### src/rtl/video_pkg.sv
// Shared 640x480 timing constants, coordinate width and raster-total helpers.
// Used by the video encoder, the game logic and the sync generator.
package video_pkg;

    localparam int COORD_W = 11;

    localparam int H_ACTIVE_DEF = 640;
    localparam int H_FP_DEF     = 16;
    localparam int H_SYNC_DEF   = 96;
    localparam int H_BP_DEF     = 48;

    localparam int V_ACTIVE_DEF = 480;
    localparam int V_FP_DEF     = 10;
    localparam int V_SYNC_DEF   = 2;
    localparam int V_BP_DEF     = 33;

    function automatic int h_total(input int active, input int fp, input int sync, input int bp);
        return active + fp + sync + bp;
    endfunction

    function automatic int v_total(input int active, input int fp, input int sync, input int bp);
        return active + fp + sync + bp;
    endfunction

endpackage

### src/rtl/vga_pix_ce.sv
// Pixel clock-enable divider: one-clk pix_ce strobe every CLK_DIV clks.
// Latency: first strobe CLK_DIV-1 clks after reset release; free-running, no backpressure.
`ifdef VGA_PIXEL_DIV_EN
module vga_pix_ce #(
    parameter int CLK_DIV = 4
) (
    input  logic clk,
    input  logic rst_n,
    output logic pix_ce
);

    localparam logic [3:0] LAST = 4'(CLK_DIV - 1);

    logic [3:0] cnt;
    logic [3:0] cnt_nxt;

    assign cnt_nxt = (cnt == LAST) ? 4'd0 : cnt + 4'd1;

    // Strobe is registered so it stays low while in reset, even for CLK_DIV=1.
    always_ff @(posedge clk or negedge rst_n) begin
        if (!rst_n) begin
            cnt    <= 4'd0;
            pix_ce <= 1'b0;
        end else begin
            cnt    <= cnt_nxt;
            pix_ce <= (cnt_nxt == LAST);
        end
    end

endmodule
`endif

### src/rtl/vga_sync_gen.sv
// Raster scan counters, sync/blank decode and pixel output stage for the VGA connector.
// Latency: hsync/vsync/rgb trail x/y by one pixel period; free-running, no backpressure.
// VGA_PIXEL_DIV_EN builds the CLK_DIV pixel divider; without it every clk is one pixel.
module vga_sync_gen
    import video_pkg::*;
#(
    parameter int          H_ACTIVE = H_ACTIVE_DEF,
    parameter int          H_FP     = H_FP_DEF,
    parameter int          H_SYNC   = H_SYNC_DEF,
    parameter int          H_BP     = H_BP_DEF,
    parameter int          V_ACTIVE = V_ACTIVE_DEF,
    parameter int          V_FP     = V_FP_DEF,
    parameter int          V_SYNC   = V_SYNC_DEF,
    parameter int          V_BP     = V_BP_DEF,
    parameter int          CLK_DIV  = 4,
    parameter logic [11:0] FG_RGB   = 12'hFFF
) (
    input  logic               clk,
    input  logic               rst_n,
    input  logic               px_data,
    output logic [COORD_W-1:0] x,
    output logic [COORD_W-1:0] y,
    output logic               hsync,
    output logic               vsync,
    output logic [11:0]        rgb,
    output logic               pix_ce,
    output logic               frame_tick
);

    localparam int H_TOTAL = h_total(H_ACTIVE, H_FP, H_SYNC, H_BP);
    localparam int V_TOTAL = v_total(V_ACTIVE, V_FP, V_SYNC, V_BP);

    localparam logic [COORD_W-1:0] X_LAST   = COORD_W'(H_TOTAL - 1);
    localparam logic [COORD_W-1:0] Y_LAST   = COORD_W'(V_TOTAL - 1);
    localparam logic [COORD_W-1:0] X_ACT    = COORD_W'(H_ACTIVE);
    localparam logic [COORD_W-1:0] Y_ACT    = COORD_W'(V_ACTIVE);
    localparam logic [COORD_W-1:0] Y_VBLANK = COORD_W'(V_ACTIVE - 1);
    localparam logic [COORD_W-1:0] HS_BEG   = COORD_W'(H_ACTIVE + H_FP);
    localparam logic [COORD_W-1:0] HS_END   = COORD_W'(H_ACTIVE + H_FP + H_SYNC);
    localparam logic [COORD_W-1:0] VS_BEG   = COORD_W'(V_ACTIVE + V_FP);
    localparam logic [COORD_W-1:0] VS_END   = COORD_W'(V_ACTIVE + V_FP + V_SYNC);

    if (CLK_DIV < 1 || CLK_DIV > 16) begin : g_div_range
        $error("vga_sync_gen: CLK_DIV must be in 1..16");
    end

`ifdef VGA_PIXEL_DIV_EN
    vga_pix_ce #(
        .CLK_DIV (CLK_DIV)
    ) u_pix_ce (
        .clk    (clk),
        .rst_n  (rst_n),
        .pix_ce (pix_ce)
    );
`else
    assign pix_ce = 1'b1;
`endif

    logic               x_wrap;
    logic [COORD_W-1:0] x_nxt;
    logic [COORD_W-1:0] y_nxt;
    logic               active_nxt;
    logic               hs_nxt;
    logic               vs_nxt;

    always_comb begin
        x_wrap = (x == X_LAST);
        x_nxt  = x_wrap ? '0 : x + COORD_W'(1);
        y_nxt  = y;
        if (x_wrap) begin
            y_nxt = (y == Y_LAST) ? '0 : y + COORD_W'(1);
        end
        active_nxt = (x_nxt < X_ACT) && (y_nxt < Y_ACT);
        hs_nxt     = (x_nxt >= HS_BEG) && (x_nxt < HS_END);
        vs_nxt     = (y_nxt >= VS_BEG) && (y_nxt < VS_END);
    end

    assign frame_tick = pix_ce && x_wrap && (y == Y_VBLANK);

    // The *_d registers hold the decode of the position now on x/y, computed a step
    // early from x_nxt/y_nxt; the output stage consumes them as x/y move on.
    logic active_d;
    logic hs_d;
    logic vs_d;

    always_ff @(posedge clk or negedge rst_n) begin
        if (!rst_n) begin
            x        <= '0;
            y        <= '0;
            active_d <= 1'b0;
            hs_d     <= 1'b0;
            vs_d     <= 1'b0;
            hsync    <= 1'b1;
            vsync    <= 1'b1;
            rgb      <= '0;
        end else if (pix_ce) begin
            x        <= x_nxt;
            y        <= y_nxt;
            active_d <= active_nxt;
            hs_d     <= hs_nxt;
            vs_d     <= vs_nxt;
            hsync    <= ~hs_d;
            vsync    <= ~vs_d;
            rgb      <= (active_d && px_data) ? FG_RGB : 12'h000;
        end
    end

endmodule

### config.mk
export PLATFORM = sky130hd
export DESIGN_NAME = vga_sync_gen
export DESIGN_NICKNAME = d
export VERILOG_FILES = /design/src/rtl/video_pkg.sv /design/src/rtl/vga_pix_ce.sv /design/src/rtl/vga_sync_gen.sv
export SDC_FILE = /design/constraint.sdc
export NUM_CORES = 1
export LEC_CHECK = 0
export BUFFER_PORTS_ARGS = -buffer_cell sky130_fd_sc_hd__buf_2
export CORE_ASPECT_RATIO = 1.75
export CORE_MARGIN = 3
export CORE_UTILIZATION = 45
export DETAILED_ROUTE_END_ITERATION = 10
export GPL_TIMING_DRIVEN = 0
export HOLD_SLACK_MARGIN = 0.1
export PLACE_DENSITY = 0.81
export SLEW_MARGIN = 10
export SYNTH_ARGS = -nofsm -noshare
export SYNTH_HDL_FRONTEND = slang
export SYNTH_SLANG_ARGS = --single-unit
### constraint.sdc
create_clock -name clk -period 3 [get_ports clk]
set_input_delay 0.6 -clock clk [delete_from_list [all_inputs] [get_ports clk]]
set_output_delay 0.6 -clock clk [all_outputs]
set_load 0.01 [all_outputs]
## Word level (Yosys, flattened, before mapping)

Cells that the tools add are included.

| cells by class | value |
|---|---|
| add/sub/neg operators | 2 |
| magnitude comparators | 6 |
| equal/unequal tests | 3 |
| muxes and demuxes | 4 |
| bitwise gates (word level) | 2 |
| reductions and logical operators | 5 |

Operator list:

| kind | number |
|---|---|
| $mux 11 | 3 |
| $add 11x1->11 const B | 2 |
| $eq 11x10->1 const B | 2 |
| $lt 11x10->1 const B | 2 |
| $lt 11x9->1 const B | 2 |
| $mux 12 | 1 |
| $eq 11x9->1 const B | 1 |
| $ge 11x10->1 const B | 1 |
| $ge 11x9->1 const B | 1 |
| $logic_and 1x1->1 | 5 |
| $not 1->1 | 2 |

| storage, ports and cells | value |
|---|---|
| register bits after elaboration | 39 |
| bits of input ports | 3 |
| output and inout bits | 38 |
| logic and storage cells | 30 |

## Depth between registers and ports, before layout

Gate-level depths: netlist of run 1.

| depth | value |
|---|---|
| depth after elaboration | 5 |
| mapped depth | 9 |
| depth with buffers taken out | 8 |

## Worst setup path before layout of run 1

OpenSTA, ideal clock, no wires.

| timing | value |
|---|---|
| path type | reg-to-output |
| start | reg y[1] |
| end | out frame_tick |
| arrival | 1,603 ps |
| required time | 2,400 ps |
| path slack | 797 ps |
| stages on the path, launching flop included | 4 |
| path buffers | 0 |
| path through | dfrtp_1 -> ha_1 -> or4b_2 -> nor3_1 |

| between the ends | value |
|---|---|
| cells in the longest elaborated chain, start to end | 2 |

RTL lines:

| what | line | source |
|---|---|---|
| from (decl) | vga_sync_gen.sv:22 | `output logic [COORD_W-1:0] y,` |
| from (signal assigned) | vga_sync_gen.sv:98 | `y <= y_nxt;` |
| $eq 11x9->1 | vga_sync_gen.sv:78 | `assign frame_tick = pix_ce && x_wrap && (y == Y_VBLANK);` |
| $logic_and 1x1->1 | vga_sync_gen.sv:78 |  |
| to (decl) | vga_sync_gen.sv:27 | `output logic frame_tick` |

Every way passes these cells.

## Worst setup path in the final report of run 1

Same ends and word-level chain as after synthesis.

==> out/results.md, run 1 <==
• **number of nets produced by synthesis** 164
• **Net count, final** 208
• **flop and latch count out of synthesis** 28
• **peak supply drop** 0.279 mV
• **number of buffers added by the clock tree synthesis step** 3
• **starting density of the core** 0.468
• **final standard cell utilization of the core** 0.559
• **result of the run** complete, no violations
• **Critical-path top delay cell** or4b_2
• **final instance area** 1900 µm²
• **setup-violating endpoint count in the final report** 0
• **sequential share of the synthesized area** 0.442
• **Ports** 41
• **worst endpoint required time** 2400 ps
• **cell family contributing the most delay on the critical path** simple AND/OR/NAND/NOR gates
• **layout cell share with drive strength beyond 1** 0.348
• **power density over cell area** 341 nW/µm²
• **leakage power** 0.951 nW
• **CP Launch Type** flop
• **clock transition at the registers of the reported paths** 90 ps
• **largest net degree at the start of global routing** 29
• **number of cell rows** 28
• **cell chain of the critical path** ha_1, or4b_2, nor3_1, buf_2
• **unrepaired setup endpoints after global routing** no
• **maximum clock frequency** 386 MHz
• **fin. max-slew vios** 0
• **warning count from the yosys run** 0
• **# DRC** 0
• **adder-cell area share of the yosys netlist** 0.0236
• **violation count after the first detailed-route iteration** 50
• **worst slack after detailed placement** 753 ps
• **largest fanout of any net on the critical path** 8
• **area fraction in and, or, nand and nor cells after synthesis** 0.256
• **post-synthesis mux area share** 0.0126
• **die area** 4310 µm²
• **detail-routed via count per cell** 5.26
• **Synth Instances** 158
• **Final ANT Viol Nets** 0
• **GRT Total Usage** 0.160
• **remaining max-slew budget at the tightest pin** 0.601
• **total power of the final layout** 646 µW
• **WP buf/inv** 1
• **area share of xor/xnor cells in the synthesized design** 0.0936
• **fraction of registers with async set or reset after synthesis** 1.00
• **quantity of I/O buffers inserted on ports** 39
• **cts-stage hold buffer count** 0
• **dominant combinational cell family by area after synthesis** simple AND/OR/NAND/NOR gates
• **setup TNS after final layout** 0 ps
• **largest clock skew in the final design** 2.40 ps
• **Critical Path Max Stage Delay** 600 ps
• **synthesized area** 1590 µm²
• **most common library cell in the layout ignoring fill and taps** buf_2
• **commonest non-fill, non-tap cells in the layout** buf_2 (40), dfrtp_1 (26), nand2_1 (15), nor2_1 (14), buf_4 (13)
• **post-CTS resize count** 0
• **Max clock buf depth** 2
• **time the worst path needs with I/O delays and setup** 2590 ps
• **Mean Syn Cell Area** 10.1 µm²
• **aggregate global routing overflow** 0
• **Max-Cap Viols** 0
• **arrival time reported for the critical path endpoint** 1990 ps
• **clock latency reported for the late side of the worst-skew pair** 270 ps
• **Max H-tree Level** 1
• **Final Hold Vio Count** 0
• **Root Buffer** clkbuf_8
• **Wirelength per Cell** 13.1 µm
• **measured slew at the worst slew-check pin** 599 ps
• **post-route worst hold slack** 321 ps
• **DIE HEIGHT** 84.7 µm
• **number of flops mapped to enable cells by yosys** 0
• **number of global-route vias before repair** 1220
• **first-pass GRT wire length** 5340 µm
• **number of antenna diodes** 0
• **placed inst area** 1840 µm²
• **most frequently used flop master after synthesis** dfrtp_1
• **Final Routed Wirelength** 3220 µm
• **final critical-path setup slack** 408 ps
• **half-perimeter wire length after detailed placement** 2460 µm
• **via count of the routed design** 1293
• **number of setup buffers added after CTS** 0
• **initial antenna violation count** 0
• **number of sinks driven by the clock tree** 28
• **router iterations before antenna repair** 5
• **post-synthesis to final-layout area growth** 19.3%
• **kind of end point of the critical path** primary output
• **routability congestion estimate** 0.828
• **CTS tree** done
• **number of distinct standard cells referenced by the synthesized netlist** 42
• **final cell count without fillers** 246
• **die width** 51.0 µm
• **area of the core region** 3400 µm²
• **class of the most critical hold timing path** in -> async
• **share of the clock period used by the worst path** 0.864
• **critical setup path kind** reg -> out
• **post-placement cell count** 242
• **post-synthesis compound-gate area fraction** 0.0739
layout make-up:
type / count / area [µm²]
fill: 320 / 1500
sequential: 28 / 703
multi-input combinational: 109 / 736
tap: 45 / 56.3
timing repair buffer: 39 / 195
inverter: 5 / 18.8
clock buffer: 4 / 55.1
buffer: 16 / 134
cell usage after synthesis (3+ instances only):
| cell type | number | share of area |
|---|---|---|
| dfrtp_1 | 26 | 0.41 |
| and3_1 | 5 | 0.020 |
| ha_1 | 3 | 0.024 |
| nand2_1 | 15 | 0.035 |
| xnor2_1 | 7 | 0.039 |
| a21oi_1 | 4 | 0.013 |
| nand4_1 | 6 | 0.024 |
| xor2_1 | 10 | 0.055 |
| nor3_1 | 3 | 0.0094 |
| nand3_1 | 8 | 0.025 |
| inv_1 | 5 | 0.012 |
| nor2_1 | 14 | 0.033 |
| o21ai_0 | 3 | 0.0094 |
| buf_4 | 13 | 0.061 |
path summary, 6_finish.rpt:
path / from / to / slack, ps / depth (start not counted)
max: y[1] / frame_tick / 410 / 4
min: rst_n / x[6] / 320 / 1
max reg2reg: x[0] / active_d / 740 / 8
min reg2reg: vs_d / vsync / 350 / 1
max in group asynchronous: rst_n / y[10] / 2290 / 1
min in group clk: vs_d / vsync / 350 / 1
registers in the layout (all words and copies together) (netlist names):
| register | flops |
|---|---|
| vsync | 1 |
| hsync | 1 |
| active_d | 1 |
| y | 11 |
| rgb | 1 |
| x | 11 |
| hs_d | 1 |
| vs_d | 1 |
per-layer routing:
layer  wire length, µm  track usage  vias up
li1                  -            -      621
met1              1250        0.174      614
met3               189       0.0231        6
met4                61       0.0735        0
met5                 0            0        -
met2              1720        0.293       52
power by group:
part	total (mW)	internal, mW	switching [mW]	leakage (nW)
logic	0.0325	0.0161	0.0163	0.559
clock network	0.234	0.118	0.117	0.0288
registers	0.380	0.378	0.00190	0.362
total	0.646	0.512	0.135	0.951
kinds of logic after synthesis:
kind of cell | after synthesis
xor+xnor | 17
simple gates | 68
compound gates | 18
fa+ha+maj | 3
other cells | 1
mux | 2
flops | 28
buf+inv | 21
(Power assumes the default switching activity.)
==> run 2: changes to the inputs <==
--- a/config.mk
+++ b/config.mk
@@ -13,6 +13,7 @@
 export GPL_TIMING_DRIVEN = 0
 export HOLD_SLACK_MARGIN = 0.1
 export PLACE_DENSITY = 0.81
+export RECOVER_POWER = 50
 export SLEW_MARGIN = 10
 export SYNTH_ARGS = -nofsm -noshare
 export SYNTH_HDL_FRONTEND = slang
==> run 2 against run 1 <==
Clock skew about the same. Final cell count unchanged. Highest routed layer unchanged. Sequential share of layout area increased by 0.27 points. Routed wire length increased by 0.19%. Critical path depth unchanged.
==> out/results.md, run 2 (synthesis gave the netlist of run 1 again) <==
• **Wirelength per Cell** 13.1 µm, +0.19%
• **share of the clock period used by the worst path** 0.865, +0.000867
• **final critical-path setup slack** 405 ps, -2.60 ps
• **setup TNS after final layout** 0 ps, unchanged
• **quantity of I/O buffers inserted on ports** 39, unchanged
• **die width** 51.0 µm, unchanged
• **GRT Total Usage** 0.160, unchanged
• **result of the run** complete, no violations
• **area of the core region** 3400 µm², unchanged
• **cell chain of the critical path** ha_1, or4b_2, nor3_1, buf_2
• **CTS tree** done
• **RR Startpoint** x[0]
• **die area** 4310 µm², unchanged
• **WP buf/inv** 1, unchanged
• **leakage power** 0.907 nW, -4.6%
• **final instance area** 1880 µm², -0.72%
• **Final ANT Viol Nets** 0, unchanged
• **number of cells on the worst reg-to-reg path** 8, unchanged
• **Ports** 41, unchanged
• **number of cell rows** 28, unchanged
• **number of antenna diodes** 0, unchanged
• **cell family contributing the most delay on the critical path** simple AND/OR/NAND/NOR gates
• **hold depth** 1
• **cts-stage hold buffer count** 0, unchanged
• **Critical Path Max Stage Delay** 600 ps, about the same
• **post-CTS resize count** 0, unchanged
• **starting density of the core** 0.468, unchanged
• **worst slack after detailed placement** 753 ps, unchanged
• **total power of the final layout** 644 µW, -0.37%
• **largest clock skew in the final design** 2.88 ps, +0.480 ps
• **CP Launch Type** flop
• **startpoint of the lowest-slack hold path** vs_d
• **Final Routed Wirelength** 3230 µm, +0.19%
• **peak supply drop** 0.275 mV, -1.5%
• **time the worst path needs with I/O delays and setup** 2590 ps, +2.60 ps
• **layout cell share with drive strength beyond 1** 0.294, -0.0547
• **half-perimeter wire length after detailed placement** 2460 µm, unchanged
• **class of the most critical hold timing path** reg -> reg
• **critical setup path kind** reg -> out
• **clock latency reported for the late side of the worst-skew pair** 270 ps, about the same
• **commonest non-fill, non-tap cells in the layout** buf_2 (29), dfrtp_1 (26), nand2_1 (15), nor2_1 (14), buf_4 (13)
• **first-pass GRT wire length** 5340 µm, unchanged
• **Max-Cap Viols** 0, unchanged
• **placed inst area** 1840 µm², unchanged
• **number of sinks driven by the clock tree** 28, unchanged
• **aggregate global routing overflow** 0, unchanged
• **number of setup buffers added after CTS** 0, unchanged
• **measured slew at the worst slew-check pin** 1420 ps, +826 ps
• **violation count after the first detailed-route iteration** 51, +2.0%
• **Root Buffer** clkbuf_8
• **setup slack of the worst register-to-register path** 750 ps, about the same
• **fin. max-slew vios** 0, unchanged
• **power density over cell area** 342 nW/µm², +0.36%
• **unrepaired setup endpoints after global routing** no
• **Final Hold Vio Count** 0, unchanged
• **routability congestion estimate** 0.828, unchanged
• **clock transition at the registers of the reported paths** 90 ps, about the same
• **detail-routed via count per cell** 5.37, +2.2%
• **most common library cell in the layout ignoring fill and taps** buf_2
• **final standard cell utilization of the core** 0.554, -0.00405
• **Max H-tree Level** 1, unchanged
• **post-synthesis to final-layout area growth** 18.4%
• **kind of end point of the critical path** primary output
• **via count of the routed design** 1321, +2.2%
• **largest fanout of any net on the critical path** 8, unchanged
• **Crit Reg-Reg Endpoint** active_d
• **remaining max-slew budget at the tightest pin** 0.0500, -0.551
• **worst endpoint required time** 2400 ps, about the same
• **number of gates on the worst path with buffers counted** 4, unchanged
• **number of buffers added by the clock tree synthesis step** 3, unchanged
• **Max clock buf depth** 2, unchanged
• **worst min-delay path endpoint** vsync
• **largest net degree at the start of global routing** 29, unchanged
• **number of global-route vias before repair** 1220, unchanged
• **maximum clock frequency** 385 MHz, -0.10%
• **router iterations before antenna repair** 5, unchanged
• **arrival time reported for the critical path endpoint** 1990 ps, about the same
• **initial antenna violation count** 0, unchanged
• **DIE HEIGHT** 84.7 µm, unchanged
• **biggest regs** x: 11 flops, y: 11 flops
• **setup-violating endpoint count in the final report** 0, unchanged
• **# DRC** 0, unchanged
• **Critical-path top delay cell** or4b_2
• **Net count, final** 208, unchanged
==> run 2: changes by cell type in the layout (fill, tap and decap cells not counted) <==
cell / previous run / this run
and2_1: 2 / 1
clkbuf_1: 0 / 11
and2_0: 0 / 1
buf_2: 40 / 29
==> run 2: layout make-up <==
cell class	instances	area, µm²
Fill cell	327	1510
Timing Repair Buffer	39	181
Buffer	16	134
Multi-Input combinational cell	109	736
Inverter	5	18.8
Tap cell	45	56.3
Sequential cell	28	703
Clock buffer	4	55.1
==> run 2: per-stage QoR <==
stage | instances | hold WS [ps]
floorplan | 158 | 304
global placement | 242 | 340
detailed placement | 242 | 341
CTS | 246 | 345
global route | 246 | 378
finish | 246 | 353
==> run 2: power by group <==
group	internal [mW]	switching, mW	leakage (nW)	total (mW)
logic	0.0158	0.0163	0.515	0.0321
clock network	0.117	0.115	0.0288	0.232
registers	0.378	0.00189	0.362	0.380
==> run 2: worst max-delay path by stage <==
stage,startpoint,end
2_1_floorplan,y[1],frame_tick
3_3_place_gp,y[1],frame_tick
3_5_place_dp,y[1],frame_tick
4_1_cts,y[1],frame_tick
5_1_grt,y[1],frame_tick
6_report,y[1],frame_tick
==> run 2: metal layers <==
metal  up-vias  GRT usage  part of all wire
met1       631      0.174              0.38
met3         6     0.0231             0.063
li1        621          -                 -
met5         -          0                 0
met4         0     0.0735             0.019
met2        63      0.293              0.53
==> run 3: changes to the inputs <==
--- a/config.mk
+++ b/config.mk
@@ -6,13 +6,15 @@
 export NUM_CORES = 1
 export LEC_CHECK = 0
 export BUFFER_PORTS_ARGS = -buffer_cell sky130_fd_sc_hd__buf_2
+export CELL_PAD_IN_SITES_DETAIL_PLACEMENT = 1
+export CELL_PAD_IN_SITES_GLOBAL_PLACEMENT = 1
 export CORE_ASPECT_RATIO = 1.75
 export CORE_MARGIN = 3
-export CORE_UTILIZATION = 45
+export CORE_UTILIZATION = 43
 export DETAILED_ROUTE_END_ITERATION = 10
 export GPL_TIMING_DRIVEN = 0
 export HOLD_SLACK_MARGIN = 0.1
-export PLACE_DENSITY = 0.81
+export PLACE_DENSITY = 0.95
 export RECOVER_POWER = 50
 export SLEW_MARGIN = 10
 export SYNTH_ARGS = -nofsm -noshare
==> run 3 against run 2 <==
Clock power fell by 11%. Flip-flop and latch count did not move. Global-route usage rose by 1.9 points. Critical endpoint unchanged. Critical path type unchanged. Hold slack improved by 3.4 ps. Sequential share of layout area rose by 0.22 points. Total power fell by 3.9%.
==> out/results.md, run 3 (synthesis gave the netlist of run 1 again) <==
• **Seq pwr share** 0.614, +0.024
• **CP Launch Type** flop
• **violation count after the first detailed-route iteration** 32, -37%
• **router iterations before antenna repair** 4, -1
• **measured slew at the worst slew-check pin** 1470 ps, +43.7 ps
• **unrepaired setup endpoints after global routing** no
• **setup TNS after final layout** 0 ps, unchanged
• **half-perimeter wire length after detailed placement** 2940 µm, +19%
• **Internal Dissipation** 489 µW, -4.4%
• **WP buf/inv** 1, unchanged
• **largest fanout of any net on the critical path** 8, unchanged
• **largest net degree at the start of global routing** 29, unchanged
• **starting density of the core** 0.459, -0.00946
• **cell family contributing the most delay on the critical path** simple AND/OR/NAND/NOR gates
• **CTS tree** done
• **cts-stage hold buffer count** 0, unchanged
• **combinational share of power** 0.052, +0.002
• **number of cell rows** 28, unchanged
• **class of the most critical hold timing path** reg -> reg
• **number of global-route vias before repair** 1292, +5.9%
• **Max clock buf depth** 2, unchanged
• **detail-routed via count per cell** 5.33, -0.83%
• **aggregate global routing overflow** 0, unchanged
• **final instance area** 1870 µm², -0.60%
• **share of the clock period used by the worst path** 0.883, +0.0177
• **peak supply drop** 0.230 mV, -16%
• **GRT Total Usage** 0.179, +0.0193
• **part of the power in the clock network** 0.334, -0.026
• **result of the run** complete, no violations
• **first-pass GRT wire length** 6130 µm, +15%
• **post-synthesis to final-layout area growth** 17.7%
• **Critical Path Max Stage Delay** 610 ps, about the same
• **Wirelength per Cell** 15.4 µm, +17%
• **area of the core region** 3470 µm², +2.1%
• **via count of the routed design** 1310, -0.83%
• **Final Hold Vio Count** 0, unchanged
• **Max H-tree Level** 1, unchanged
• **die area** 4500 µm², +4.2%
• **number of antenna diodes** 0, unchanged
• **leakage power** 0.900 nW, -0.73%
• **arrival time reported for the critical path endpoint** 2050 ps, +60 ps
• **net switching fraction of the power** 0.210, +0.00335
• **total power of the final layout** 619 µW, -3.9%
• **largest clock skew in the final design** 2.32 ps, -0.555 ps
• **kind of end point of the critical path** primary output
• **initial antenna violation count** 0, unchanged
• **quantity of I/O buffers inserted on ports** 39, unchanged
• **power density over cell area** 330 nW/µm², -3.4%
• **Critical-path top delay cell** or4b_2
• **# DRC** 0, unchanged
• **Max-Cap Viols** 0, unchanged
• **switching power total** 130 µW, -2.4%
• **setup-violating endpoint count in the final report** 0, unchanged
• **number of sinks driven by the clock tree** 28, unchanged
• **Final Routed Wirelength** 3790 µm, +17%
• **worst endpoint required time** 2400 ps, about the same
• **critical setup path kind** reg -> out
• **Ports** 41, unchanged
• **remaining max-slew budget at the tightest pin** 0.0209, -0.0291
• **routability congestion estimate** 0.808, -2.5%
• **DIE HEIGHT** 86.5 µm, +2.1%
• **Net count, final** 208, unchanged
• **fin. max-slew vios** 0, unchanged
• **number of buffers added by the clock tree synthesis step** 3, unchanged
• **Final ANT Viol Nets** 0, unchanged
• **clock transition at the registers of the reported paths** 90 ps, about the same
• **clock latency reported for the late side of the worst-skew pair** 270 ps, about the same
• **number of setup buffers added after CTS** 0, unchanged
• **layout cell share with drive strength beyond 1** 0.284, -0.00995
• **time the worst path needs with I/O delays and setup** 2650 ps, +53.1 ps
• **die width** 52.0 µm, +2.0%
• **cell chain of the critical path** ha_1, or4b_2, nor3_1, buf_2
• **setup slack of the worst register-to-register path** 680 ps, -70 ps
• **most common library cell in the layout ignoring fill and taps** buf_2
• **Root Buffer** clkbuf_8
• **maximum clock frequency** 378 MHz, -2.0%
• **biggest regs** x: 11 flops, y: 11 flops
• **commonest non-fill, non-tap cells in the layout** buf_2 (28), dfrtp_1 (26), nand2_1 (15), nor2_1 (14)
• **placed inst area** 1840 µm², unchanged
• **post-CTS resize count** 0, unchanged
run 3: cell count changes in the layout (fill, tap and decap cells not counted):
cell / before / now
and2_1: 1 / 2
buf_2: 29 / 28
clkbuf_8: 4 / 3
and2_0: 1 / 0
clkbuf_1: 11 / 13
run 3: per-stage QoR:
| stage | std cells | hold WS [ps] | setup slack [ps] | util |
|---|---|---|---|---|
| final | 246 | 357 | 352 | 0.540 |
| after detailed placement | 242 | 344 | 639 | 0.531 |
| after global placement | 242 | 338 | 702 | 0.531 |
| after CTS | 246 | 344 | 316 | 0.544 |
| after floorplan | 158 | 304 | 797 | - |
| after global routing | 246 | 367 | 224 | 0.540 |
run 3: path summary, 6_finish.rpt:
check                       from          to  cells past startpoint
min in group asynchronous  rst_n        x[2]                      1
min                         hs_d       hsync                      1
max                         y[1]  frame_tick                      4
max in group asynchronous  rst_n     rgb[10]                      1
min reg2reg                 hs_d       hsync                      1
max reg2reg                 x[0]        vs_d                      8
run 3: worst register-to-register path, stage by stage (launching register included):
cell and delay (ps):
dfrtp_1 420, ha_1 240, and4_1 220, buf_6 140, nand3_1 170, nor2_1 380
o22ai_1 150, a221oi_1 280, and4bb_1 250
run 3: area by class of cell:
| type | count | area (µm²) |
|---|---|---|
| Inverter | 5 | 18.8 |
| Tap cell | 45 | 56.3 |
| Clock buffer | 4 | 45.0 |
| Fill cell | 422 | 1600 |
| Timing Repair Buffer | 39 | 180 |
| Buffer | 16 | 134 |
| Multi-Input combinational cell | 109 | 736 |
| Sequential cell | 28 | 703 |
run 3: power groups by stage:
| stage | sequential (mW) | clock, mW | combinational (mW) |
|---|---|---|---|
| floorplan | 0.387 | 0 | 0.0167 |
| global placement | 0.387 | 0 | 0.0329 |
| detailed placement | 0.387 | 0 | 0.0337 |
| CTS | 0.380 | 0.215 | 0.0337 |
| global route | 0.380 | 0.229 | 0.0360 |
| finish | 0.380 | 0.206 | 0.0324 |
run 3: per-layer routing:
metal  global-route usage  vias up  wire, µm
li1                     -      620         -
met3               0.0189        9       164
met5                    0        -         0
met2                0.331       41      2080
met1                0.199      640      1440
met4               0.0764        0        96
